File: src/rtl/uart_tx_arbiter_if.sv
// rtl/uart_tx_arbiter_if.sv - requester and transmitter signals around the shared UART TX arbiter
interface uart_tx_arbiter_if #(
  parameter int N_REQ  = 4,
  parameter int DATA_W = 8,
  parameter int ID_W   = (N_REQ > 1) ? $clog2(N_REQ) : 1
);
  logic [N_REQ-1:0]        req;
  logic [N_REQ*DATA_W-1:0] req_data;
  logic                    t_done;
  logic [N_REQ-1:0]        grant;
  logic                    tx_start;
  logic [DATA_W-1:0]       tx_data;
  logic [ID_W-1:0]         active_id;
  logic                    busy;
  logic                    timeout_err;

  // Requesters and the transmitter core together form the master side.
  modport master (
    output req,
    output req_data,
    output t_done,
    input  grant,
    input  tx_start,
    input  tx_data,
    input  active_id,
    input  busy,
    input  timeout_err
  );

  // The arbiter itself.
  modport slave (
    input  req,
    input  req_data,
    input  t_done,
    output grant,
    output tx_start,
    output tx_data,
    output active_id,
    output busy,
    output timeout_err
  );
endinterface

File: src/rtl/uart_tx_arbiter.sv
// rtl/uart_tx_arbiter.sv - round-robin sharing of one UART transmitter with a frame watchdog
module uart_tx_arbiter #(
  parameter int N_REQ       = 4,
  parameter int DATA_W      = 8,
  parameter int TIMEOUT_CYC = 200000
) (
  input  logic             clk,
  input  logic             rst,
  uart_tx_arbiter_if.slave bus
);
  localparam int ID_W  = (N_REQ > 1) ? $clog2(N_REQ) : 1;
  localparam int CNT_W = (TIMEOUT_CYC > 0) ? $clog2(TIMEOUT_CYC + 1) : 1;

  localparam logic             WDOG_EN  = (TIMEOUT_CYC != 0);
  localparam logic [CNT_W-1:0] CNT_MAX  = CNT_W'(TIMEOUT_CYC);
  localparam logic [CNT_W-1:0] CNT_TERM = CNT_W'(TIMEOUT_CYC - 1);

  localparam logic [1:0] S_IDLE = 2'd0;
  localparam logic [1:0] S_SEND = 2'd1;
  localparam logic [1:0] S_GAP  = 2'd2;

  // Pointer reset value: last requester, so the search starts at requester 0.
  localparam logic [ID_W-1:0] PTR_RST = ID_W'(N_REQ - 1);

  logic [1:0]        state_q, state_d;
  logic [ID_W-1:0]   ptr_q, ptr_d;
  logic [CNT_W-1:0]  cnt_q, cnt_d;
  logic [N_REQ-1:0]  grant_q, grant_d;
  logic              tx_start_q, tx_start_d;
  logic [DATA_W-1:0] tx_data_q, tx_data_d;
  logic [ID_W-1:0]   active_id_q, active_id_d;
  logic              busy_q, busy_d;
  logic              timeout_err_q, timeout_err_d;

  // Winner search: one extra bit so ptr+k can exceed N_REQ before wrapping.
  logic              win_found;
  logic [ID_W-1:0]   win_idx;
  logic [ID_W:0]     cand;
  logic [DATA_W-1:0] win_data;

  // Round-robin search starting just after the last granted requester.
  always_comb begin
    win_found = 1'b0;
    win_idx   = '0;
    cand      = '0;
    for (int k = 1; k <= N_REQ; k++) begin
      cand = {1'b0, ptr_q} + (ID_W + 1)'(k);
      if (cand >= (ID_W + 1)'(N_REQ)) begin
        cand = cand - (ID_W + 1)'(N_REQ);
      end
      if (!win_found && bus.req[cand[ID_W-1:0]]) begin
        win_found = 1'b1;
        win_idx   = cand[ID_W-1:0];
      end
    end
  end

  // Byte of the winning requester, latched on the grant.
  always_comb begin
    win_data = bus.req_data[int'(win_idx) * DATA_W +: DATA_W];
  end

  // Next-state logic for the IDLE -> SEND -> GAP frame sequence.
  always_comb begin
    state_d       = state_q;
    ptr_d         = ptr_q;
    cnt_d         = cnt_q;
    grant_d       = '0;
    tx_start_d    = tx_start_q;
    tx_data_d     = tx_data_q;
    active_id_d   = active_id_q;
    busy_d        = busy_q;
    timeout_err_d = 1'b0;

    case (state_q)
      S_IDLE: begin
        if (win_found) begin
          state_d          = S_SEND;
          grant_d[win_idx] = 1'b1;
          tx_data_d        = win_data;
          active_id_d      = win_idx;
          ptr_d            = win_idx;
          tx_start_d       = 1'b1;
          busy_d           = 1'b1;
          cnt_d            = '0;
        end
      end

      S_SEND: begin
        if (WDOG_EN && (cnt_q != CNT_MAX)) begin
          cnt_d = cnt_q + 1'b1;
        end
        // A completion on the terminal count still counts as a clean frame.
        if (bus.t_done) begin
          state_d    = S_GAP;
          tx_start_d = 1'b0;
        end else if (WDOG_EN && (cnt_q == CNT_TERM)) begin
          state_d       = S_GAP;
          tx_start_d    = 1'b0;
          timeout_err_d = 1'b1;
        end
      end

      S_GAP: begin
        // One low cycle on tx_start so the transmitter sees a falling edge.
        state_d = S_IDLE;
        busy_d  = 1'b0;
      end

      default: begin
        state_d    = S_IDLE;
        tx_start_d = 1'b0;
        busy_d     = 1'b0;
      end
    endcase
  end

  // State and output registers; reset drops tx_start and busy immediately.
  always_ff @(posedge clk or posedge rst) begin
    if (rst) begin
      state_q       <= S_IDLE;
      ptr_q         <= PTR_RST;
      cnt_q         <= '0;
      grant_q       <= '0;
      tx_start_q    <= 1'b0;
      tx_data_q     <= '0;
      active_id_q   <= '0;
      busy_q        <= 1'b0;
      timeout_err_q <= 1'b0;
    end else begin
      state_q       <= state_d;
      ptr_q         <= ptr_d;
      cnt_q         <= cnt_d;
      grant_q       <= grant_d;
      tx_start_q    <= tx_start_d;
      tx_data_q     <= tx_data_d;
      active_id_q   <= active_id_d;
      busy_q        <= busy_d;
      timeout_err_q <= timeout_err_d;
    end
  end

  assign bus.grant       = grant_q;
  assign bus.tx_start    = tx_start_q;
  assign bus.tx_data     = tx_data_q;
  assign bus.active_id   = active_id_q;
  assign bus.busy        = busy_q;
  assign bus.timeout_err = timeout_err_q;

endmodule

File: src/flat_wrapper.sv
// flat-port wrapper written by rule: the top's interface ports become plain ports
module uart_tx_arbiter_flat 
#(
  parameter int N_REQ       = 4,
  parameter int DATA_W      = 8,
  parameter int TIMEOUT_CYC = 200000
)
  (clk, rst, bus_req, bus_req_data, bus_t_done, bus_grant, bus_tx_start, bus_tx_data, bus_active_id, bus_busy, bus_timeout_err);
  uart_tx_arbiter_if #(.N_REQ(N_REQ), .DATA_W(DATA_W)) bus_i ();
  input  logic clk;
  input  logic rst;
  input wire logic [$bits(bus_i.req)-1:0] bus_req;
  input wire logic [$bits(bus_i.req_data)-1:0] bus_req_data;
  input wire logic [$bits(bus_i.t_done)-1:0] bus_t_done;
  output wire logic [$bits(bus_i.grant)-1:0] bus_grant;
  output wire logic [$bits(bus_i.tx_start)-1:0] bus_tx_start;
  output wire logic [$bits(bus_i.tx_data)-1:0] bus_tx_data;
  output wire logic [$bits(bus_i.active_id)-1:0] bus_active_id;
  output wire logic [$bits(bus_i.busy)-1:0] bus_busy;
  output wire logic [$bits(bus_i.timeout_err)-1:0] bus_timeout_err;
  assign bus_i.req = bus_req;
  assign bus_i.req_data = bus_req_data;
  assign bus_i.t_done = bus_t_done;
  assign bus_grant = bus_i.grant;
  assign bus_tx_start = bus_i.tx_start;
  assign bus_tx_data = bus_i.tx_data;
  assign bus_active_id = bus_i.active_id;
  assign bus_busy = bus_i.busy;
  assign bus_timeout_err = bus_i.timeout_err;
  uart_tx_arbiter #(.N_REQ(N_REQ), .DATA_W(DATA_W), .TIMEOUT_CYC(TIMEOUT_CYC)) u_core (.clk(clk), .rst(rst), .bus(bus_i));
endmodule
File: config.mk
export PLATFORM = sky130hd
export DESIGN_NAME = uart_tx_arbiter_flat
export DESIGN_NICKNAME = d
export VERILOG_FILES = /design/src/rtl/uart_tx_arbiter_if.sv /design/src/rtl/uart_tx_arbiter.sv /design/src/flat_wrapper.sv
export SDC_FILE = /design/constraint.sdc
export NUM_CORES = 1
export LEC_CHECK = 0
export CORE_MARGIN = 8
export CORE_UTILIZATION = 53
export CTS_CLUSTER_DIAMETER = 120
export DETAILED_ROUTE_END_ITERATION = 7
export PLACE_DENSITY_LB_ADDON = 0.1
export SLEW_MARGIN = 20
export SYNTH_ARGS = -nofsm -noshare
export SYNTH_HDL_FRONTEND = slang
export SYNTH_SLANG_ARGS = --single-unit
export TNS_END_PERCENT = 50
File: constraint.sdc
create_clock -name clk -period 4.29 [get_ports clk]
set_input_delay 0.858 -clock clk [delete_from_list [all_inputs] [get_ports clk]]
set_output_delay 0.858 -clock clk [all_outputs]
set_load 0.05 [all_outputs]
==> qor.txt, run 1 <==
worst vdd ir - 0.000382 V
Clock transition at path regs - 0.07 ns
routed vias/inst - 5.58
Largest stage delay, worst path - 0.71 ns
Mapped Area - 2250 sq um
initial antenna violation count - 0
Placeable Area - 4030 sq um
crit-path cells - clkdlybuf4s50_1 -> or4_1 -> nand2_1 -> nand2_1 -> a31oi_1 -> a41o_2
total wire length - 5150 um
CTS Buf Count - 5
data required time of the worst path - 4.51 ns
post-synthesis async set-or-reset flop share - 1.00
Pwr Density - 571 nW/um^2
vias in the first global route - 1930
Synth top cells by count - dfrtp_1 (37), nor2_1 (24), nand2_1 (20)
post-DP HPWL - 3730 um
GR Util met1 - 0.213
Slew Viols, Final - 0
Slew @ Worst Pin - 0.780 ns
worst setup margin - 1.52 ns
Arr. time, crit path - 3.00 ns
RSZ-0062 raised after global routing - no
die area - 6580 sq um
setup TNS - 0 ns
ys flop type - dfrtp_1
Placement Setup Slack - 1.23 ns
worst skew pair latency - 0.28 ns
final worst path period need - 2.77 ns
die span in y - 81.1 um
final period utilization - 0.646
Post-DRT Antenna Nets - 0
post-synth top area share - 0.412
DR pass1 iterations - 4
post-synth net total - 270
Setup violations, final - 0
TritonCTS clock tree - done
CP delay by family, top - simple AND/OR/NAND/NOR gates
drt initial violations - 117
clk buf depth - 2
Yosys reg bits - 39
Max-Cap Viols - 0
clock sink count - 39
Fin. Hold Viols - 0
Synth area leaders - dfrtp_1 (41%), mux2i_1 (4.5%), mux2_2 (4.0%)
status - completed
setup bufs post-CTS - 0
worst-path maximum fanout - 21
sequential fraction of the synthesis area - 0.435
CP bufs+invs - 1
row count - 23
total track usage - 0.174
number of buffers added on ports - 55
Yosys cell types - 55
fmax - 361 MHz
met2 Use GR - 0.279
H-tree depth - 2
CP endpoint kind - register
top-count cell post-synth - dfrtp_1
Fill cells - 307
GR peak layer - met2
# DRC - 0
most used cell, CP - nand2_1
first-pass GRT wire length - 9020 um
EDFF count, synth - 0
Ys Warns - 0
Initial Util - 0.558
Die X - 81.1 um
worst rel slew slack - 0.475
Final GP Congestion - 0.795
largest net degree at the start of global routing - 40
global route overflow - 0
Wirelength per Cell - 15.6 um
Worst setup SP type - input port
Hold WC Path Type - register to register
detailed-route via count - 1847
Syn Inst Count - 229
Layout area overhead - 27.9%
layout cell share with drive strength beyond 1 - 0.114
grt met3 use - 0.0662
final clock skew - 0.00576 ns
Post-CTS Hold Fix Bufs - 0
syn avg cell area - 9.82 sq um
Antenna diodes - 0
Nets - 321
critical path class - input port to register
leak pwr - 1.16 nW
io pins - 56
CP max stage cell - or4_1
# resized after CTS - 0
cell taking the most area after synthesis - dfrtp_1
clk root buf - clkbuf_8
-- placed cells by master, fill, tap and decap left out, drive strengths merged, types with 3 or more instances in the layout --
master and count:
nor3 5, or3 3, nand3b 3, a21o 3, nand2 20, mux2 8, clkdlybuf4s50 55, a21oi 6
inv 9, o21ai 10, or4 3, nor4 4, xnor2 9, and4 3, clkbuf 8, o311ai 5
nor2 24, dfrtp 37, o211ai 4, nand3 16, a211oi 3, nand2b 7, mux2i 10
-- cell type report --
cell class | count | area (sq um) | area share
tap | 50 | 62.6 | 0.0217
multi-input combinational | 168 | 1140 | 0.395
sequential | 39 | 978 | 0.340
inverter | 9 | 33.8 | 0.0117
clock buffer | 8 | 100 | 0.0348
timing repair buffer | 57 | 566 | 0.197
-- power by group --
group	total [mW]	leakage, nW	switching, mW	internal, mW
registers	0.553	0.507	0.0831	0.470
logic	0.819	0.602	0.520	0.299
clock network	0.271	0.0515	0.124	0.147
total	1.64	1.16	0.728	0.916
-- routing by layer --
layer,routed length [um],share of wire
met1,2290,0.44
met2,2460,0.48
met3,373,0.072
met4,32,0.0062
met5,0,0
-- path summary, 6_finish.rpt --
| kind | start | endpoint | slack, ns | cells past startpoint |
|---|---|---|---|---|
| max | bus_req[1] | u_core.cnt_q[8] | 1.52 | 6 |
| min | u_core.bus.tx_start | u_core.bus.tx_start | 0.48 | 1 |
| max reg2reg | u_core.cnt_q[0] | u_core.cnt_q[8] | 2.19 | 6 |
| min reg2reg | u_core.bus.tx_start | u_core.bus.tx_start | 0.48 | 1 |
| max in group asynchronous | rst | u_core.ptr_q[1] | 2.96 | 3 |
| min in group asynchronous | rst | u_core.bus.busy | 0.98 | 3 |
-- state kept, by name (all words and copies together) (netlist names) --
register	flops
u_core.state_q	2
u_core.bus.tx_start	1
u_core.bus.tx_data	8
u_core.bus.active_id	2
u_core.cnt_q	18
u_core.ptr_q	2
u_core.bus.grant	4
u_core.bus.timeout_err	1
u_core.bus.busy	1
-- kinds of logic after synthesis --
kind of cell,synth area share
and+or+nand+nor,0.221
AOI/OAI and AO/OA,0.154
DFF,0.435
buffers and inverters,0.0595
muxes,0.0846
xor gates and xnor gates,0.0351
adders and majority gates,0.0111
-- worst register-to-register path: stages, from the launching register on --
cell and delay, ns:
dfrtp_1 0.44, inv_1 0.10, ha_1 0.15, nand4b_1 0.09, nor4_1 0.61, a211oi_2 0.27
a41o_2 0.33
-- metrics by stage --
step / cells / utilization / hold slack (ns) / instance area (sq um) / power, mW
final: 331 / 0.714 / 0.479 / 2880 / 1.64
after global routing: 331 / 0.714 / 0.525 / 2880 / 1.76
after CTS: 331 / 0.714 / 0.486 / 2880 / 1.66
after detailed placement: 323 / 0.689 / 0.470 / 2780 / 1.39
after global placement: 323 / 0.689 / 0.464 / 2780 / 1.38
after floorplan: 229 / - / 0.498 / 2250 / 1.17
Note: power is estimated with default switching activity, not from simulation.
==> run 2, diff against run 1 <==
--- a/config.mk
+++ b/config.mk
@@ -6,7 +6,7 @@
 export NUM_CORES = 1
 export LEC_CHECK = 0
 export CORE_MARGIN = 8
-export CORE_UTILIZATION = 53
+export CORE_UTILIZATION = 44
 export CTS_CLUSTER_DIAMETER = 120
 export DETAILED_ROUTE_END_ITERATION = 7
 export PLACE_DENSITY_LB_ADDON = 0.1
==> constraint.sdc (replaced) <==
create_clock -name clk -period 2.49 [get_ports clk]
set_input_delay 0.498 -clock clk [delete_from_list [all_inputs] [get_ports clk]]
set_output_delay 0.498 -clock clk [all_outputs]
set_load 0.05 [all_outputs]
==> run 2 against run 1 <==
  * Count of clock-buffer cells in the layout shrank 2
  * Non-clock buffer count grew 13
  * Via count grew 4.3%
  * Sequential cell count is the same
  * Largest cell class unchanged
==> qor.txt, run 2 (synthesis results as in run 1) <==
Die X - 87.5 um
CP endpoint kind - register
Slew @ Worst Pin - 0.536 ns
reg-to-reg endpoint - u_core.cnt_q[4]
Worst setup SP type - input port
fmax - 480 MHz
RR Startpoint - u_core.cnt_q[0]
worst rel slew slack - 0.642
Placeable Area - 5010 sq um
die span in y - 87.5 um
status - completed
Post-DRT Antenna Nets - 0
Nets - 334
Pwr Density - 999 nW/um^2
setup bufs post-CTS - 0
Hold Path End - u_core.bus.active_id[1]
Hold WC Path Type - register to register
commonest non-fill, non-tap cell in the layout - clkdlybuf4s50_1
largest net degree at the start of global routing - 40
Layout area overhead - 34.2%
worst skew pair latency - 0.29 ns
Initial Util - 0.449
Final GP Congestion - 0.775
layout cell share with drive strength beyond 1 - 0.156
worst-path maximum fanout - 24
post-DP HPWL - 4080 um
Placed Cells - 356
Worst Hold Path Cells - 2
setup TNS - 0 ns
H-tree depth - 2
Antenna diodes - 0
first-pass GRT wire length - 9780 um
clock sink count - 39
Wirelength per Cell - 15.2 um
post-route cell area - 3020 sq um
total wire length - 5540 um
detailed-route via count - 1926
Max-Cap Viols - 0
Post-CTS Hold Fix Bufs - 0
# resized after CTS - 0
data required time of the worst path - 2.66 ns
final period utilization - 0.836
total track usage - 0.161
Worst Hold Launch - u_core.bus.active_id[1]
final worst path period need - 2.08 ns
final clock skew - 0.00600 ns
Cell Area, Placed - 2900 sq um
# DRC - 0
r2r setup slk - 0.46 ns
io pins - 56
vias in the first global route - 2058
clk root buf - clkbuf_8
Hold WS - 0.487 ns
critical path class - input port to register
RSZ-0062 raised after global routing - no
CTS Buf Count - 5
Slew Viols, Final - 0
global route overflow - 0
row count - 26
R2R depth - 8
leak pwr - 1.23 nW
Fin. Hold Viols - 0
TritonCTS clock tree - done
worst vdd ir - 0.000613 V
die area - 7650 sq um
Largest register FFs - 18
number of buffers added on ports - 55
Setup violations, final - 0
most frequent cells in the layout - clkdlybuf4s50_1 (55), dfrtp_1 (37), nor2_1 (24)
Clock transition at path regs - 0.08 ns
drt initial violations - 65
routed vias/inst - 5.29
Arr. time, crit path - 2.25 ns
initial antenna violation count - 0
clk buf depth - 2
final cell count without fillers - 364
DR pass1 iterations - 4
Reg with most FFs - u_core.cnt_q
-- run 2: cell types whose count changed in the layout (fill, tap and decap cells not counted), sizes merged --
cell | previous run | this run
clkbuf | 8 | 6
buf | 2 | 15
bufinv | 0 | 1
clkinv | 0 | 1
-- run 2: per-layer routing --
layer  global-route usage  part of all wire  wire (um)  up-vias
met4               0.0422            0.0099         55        0
met1                0.202              0.46       2570      923
met3               0.0660             0.071        394        7
met5                    0                 0          0        -
met2                0.247              0.45       2520       45
li1                     -                 -          -      951
-- run 2: critical path, cell delays in order --
cell and delay [ns]:
clkdlybuf4s50_1 0.41, or4_1 0.69, and2_4 0.30, nand3_1 0.11, mux2_2 0.15, o211ai_1 0.09
-- run 2: area by class of cell --
cell class	count	area, sq um
repair buffers	70	663
clock inverters	2	35.0
fillers	471	1990
well taps	70	87.6
inverters	9	33.8
multi-input cells	168	1140
flip-flops and latches	39	978
clock buffers	6	82.6
-- run 2: power breakdown --
group	switching (mW)	leakage (nW)	internal, mW
Clock	0.220	0.0612	0.324
Combinational	0.924	0.665	0.584
Sequential	0.151	0.507	0.810
Total	1.29	1.23	1.72
-- run 2: per-stage QoR --
step                setup slack (ns)  power, mW   util
floorplan                      0.596       2.02      -
global placement               0.127       2.48  0.579
detailed placement            0.0899       2.49  0.579
CTS                            0.407       3.05  0.602
global route                   0.281       3.21  0.602
finish                         0.409       3.01  0.602
-- run 2: worst max path at each step --
stage,startpoint,endpoint,cells past startpoint
2_1_floorplan,bus_req[1],u_core.bus.tx_data[1],7
3_3_place_gp,bus_req[1],u_core.cnt_q[7],7
3_5_place_dp,bus_req[1],u_core.bus.tx_data[2],6
4_1_cts,bus_req[1],u_core.bus.tx_data[2],6
5_1_grt,bus_req[1],u_core.cnt_q[17],7
6_report,bus_req[1],u_core.bus.tx_data[2],6
==> run 3, diff against run 2 <==
--- a/config.mk
+++ b/config.mk
@@ -6,7 +6,7 @@
 export NUM_CORES = 1
 export LEC_CHECK = 0
 export CORE_MARGIN = 8
-export CORE_UTILIZATION = 44
+export CORE_UTILIZATION = 49
 export CTS_CLUSTER_DIAMETER = 120
 export DETAILED_ROUTE_END_ITERATION = 7
 export PLACE_DENSITY_LB_ADDON = 0.1
==> constraint.sdc (replaced) <==
create_clock -name clk -period 1.97 [get_ports clk]
set_input_delay 0.394 -clock clk [delete_from_list [all_inputs] [get_ports clk]]
set_output_delay 0.394 -clock clk [all_outputs]
set_load 0.05 [all_outputs]
==> run 3 against run 2 <==
  * Count of clock-buffer cells in the layout is 1 higher
  * Largest cell class unchanged
  * Hold slack worse by 0.075 ns
  * Clock skew barely moved
  * Largest power group unchanged
  * Wire length is 0.58% lower
  * Via count up 1.0%
  * Sequential cell count stayed put
  * Clock power up 3%
  * Final area grew 3.8%
  * Core utilization increased by 11 points
  * Register-to-register slack lost 0.37 ns
  * Setup slack worse by 0.32 ns
  * Sequential power up 24%
==> qor.txt, run 3 (synthesis results as in run 1) <==
fmax - 530 MHz
Initial Util - 0.513
die span in y - 83.7 um
DR pass1 iterations - 4
die area - 7010 sq um
CTS Buf Count - 5
status - completed
net switching power - 1.67 mW
# DRC - 0
worst setup margin - 0.0848 ns
worst vdd ir - 0.000809 V
clk buf depth - 2
TritonCTS clock tree - done
Hold WC Path Type - input port to async pin
Die X - 83.7 um
io pins - 56
critical path class - input port to register
worst rel slew slack - 0.626
Slew @ Worst Pin - 0.556 ns
Final GP Congestion - 0.809
commonest non-fill, non-tap cell in the layout - clkdlybuf4s50_1
Largest register FFs - 18
Hold WS - 0.413 ns
most frequent cells in the layout - clkdlybuf4s50_1 (51), dfrtp_1 (37), nor2_1 (24)
switching part of the total - 0.432
Fin. Hold Viols - 0
post-route cell area - 3130 sq um
CP endpoint kind - register
sequential power share - 0.309
Placement Setup Slack - -0.513 ns
final worst path period need - 1.89 ns
largest net degree at the start of global routing - 23
vias in the first global route - 2025
Placeable Area - 4380 sq um
total wire length - 5510 um
initial antenna violation count - 0
Max-Cap Viols - 0
global route overflow - 0
Combinational Power Share - 0.546
Cell Area, Placed - 2980 sq um
routed vias/inst - 5.47
Reg with most FFs - u_core.cnt_q
H-tree depth - 2
Placed Cells - 346
total track usage - 0.157
P_int - 2.19 mW
Antenna diodes - 0
Nets - 344
final clock skew - 0.00600 ns
RR Startpoint - u_core.cnt_q[15]
post-DP HPWL - 4170 um
row count - 24
leak pwr - 1.32 nW
final cell count without fillers - 356
reg-to-reg endpoint - u_core.bus.tx_start
Worst setup SP type - input port
layout cell share with drive strength beyond 1 - 0.197
Slew Viols, Final - 0
area occupied by multi-input gates - 1170 sq um
first-pass GRT wire length - 9320 um
data required time of the worst path - 2.15 ns
Clock transition at path regs - 0.08 ns
register area - 978 sq um
Arr. time, crit path - 2.06 ns
clk root buf - clkbuf_8
worst-path maximum fanout - 7
Wirelength per Cell - 15.5 um
R2R depth - 5
clock sink count - 39
Pwr Density - 1230 nW/um^2
number of buffers added on ports - 55
Core Util, Final - 0.714
Layout area overhead - 39.2%
final period utilization - 0.957
r2r setup slk - 0.09 ns
Clock power frac - 0.145
drt initial violations - 58
detailed-route via count - 1946
RSZ-0062 raised after global routing - no
Fill cells - 328
Setup violations, final - 0
Post-DRT Antenna Nets - 0
worst skew pair latency - 0.29 ns
==> run 3: cell count changes in the layout (fill, tap and decap cells not counted), sizes merged <==
cell / change
buf: +11
bufinv: -1
clkbuf: +1
clkdlybuf4s50: -4
dlymetal6s2s: +3
==> run 3: metal layers <==
| layer | up-vias | global-route usage | part of all wire |
|---|---|---|---|
| li1 | 969 | - | - |
| met1 | 922 | 0.193 | 0.46 |
| met2 | 47 | 0.253 | 0.47 |
| met3 | 8 | 0.0547 | 0.059 |
| met4 | 0 | 0.0455 | 0.012 |
| met5 | - | 0 | 0 |
==> run 3: worst max-delay path by stage <==
stage | end | cells after the start | start
6_report | u_core.cnt_q[17] | 6 | bus_req[3]
5_1_grt | u_core.cnt_q[13] | 6 | bus_req[3]
4_1_cts | u_core.cnt_q[11] | 6 | bus_req[1]
3_5_place_dp | u_core.cnt_q[11] | 6 | bus_req[1]
3_3_place_gp | u_core.cnt_q[11] | 6 | bus_req[1]
2_1_floorplan | u_core.cnt_q[8] | 6 | u_core.cnt_q[0]
==> run 3: through the flow <==
stage                     TNS [ns]  total power [mW]
after floorplan                  0              2.55
after global placement      -10.13              3.28
after detailed placement    -11.57              3.31
after CTS                  -0.0177              3.89
after global routing             0              4.09
final                            0              3.86
==> run 3: worst max-delay path: stages <==
cell             delay [ns]
clkdlybuf4s50_1        0.42
or4_4                  0.56
o2111ai_4              0.35
nor4_1                 0.12
xnor2_1                0.15
nor2_1                 0.06
==> run 3: power groups by stage <==
stage | clock (mW) | combinational, mW | sequential (mW)
3_3_place_gp | 0 | 2.09 | 1.20
3_5_place_dp | 0 | 2.11 | 1.20
6_report | 0.559 | 2.11 | 1.19
2_1_floorplan | 0 | 0.917 | 1.64
5_1_grt | 0.604 | 2.26 | 1.23
4_1_cts | 0.575 | 2.12 | 1.19
==> run 3: repair_timing <==
| action | 4_1_cts | 5_1_grt |
|---|---|---|
| pin swaps | 0 | 5 |
| hold buffers | 0 | 0 |
| endpoints found under the setup margin | 17 | 10 |
| resized for setup | 3 | 6 |
| setup buffers | 0 | 2 |
==> run 3: final cells by class <==
cell class | count | share of cell area
clock buffers | 7 | 0.0276
clock inverters | 1 | 0.00160
inverters | 9 | 0.0108
multi-input cells | 168 | 0.373
flip-flops and latches | 39 | 0.313
well taps | 52 | 0.0208
repair buffers | 80 | 0.253
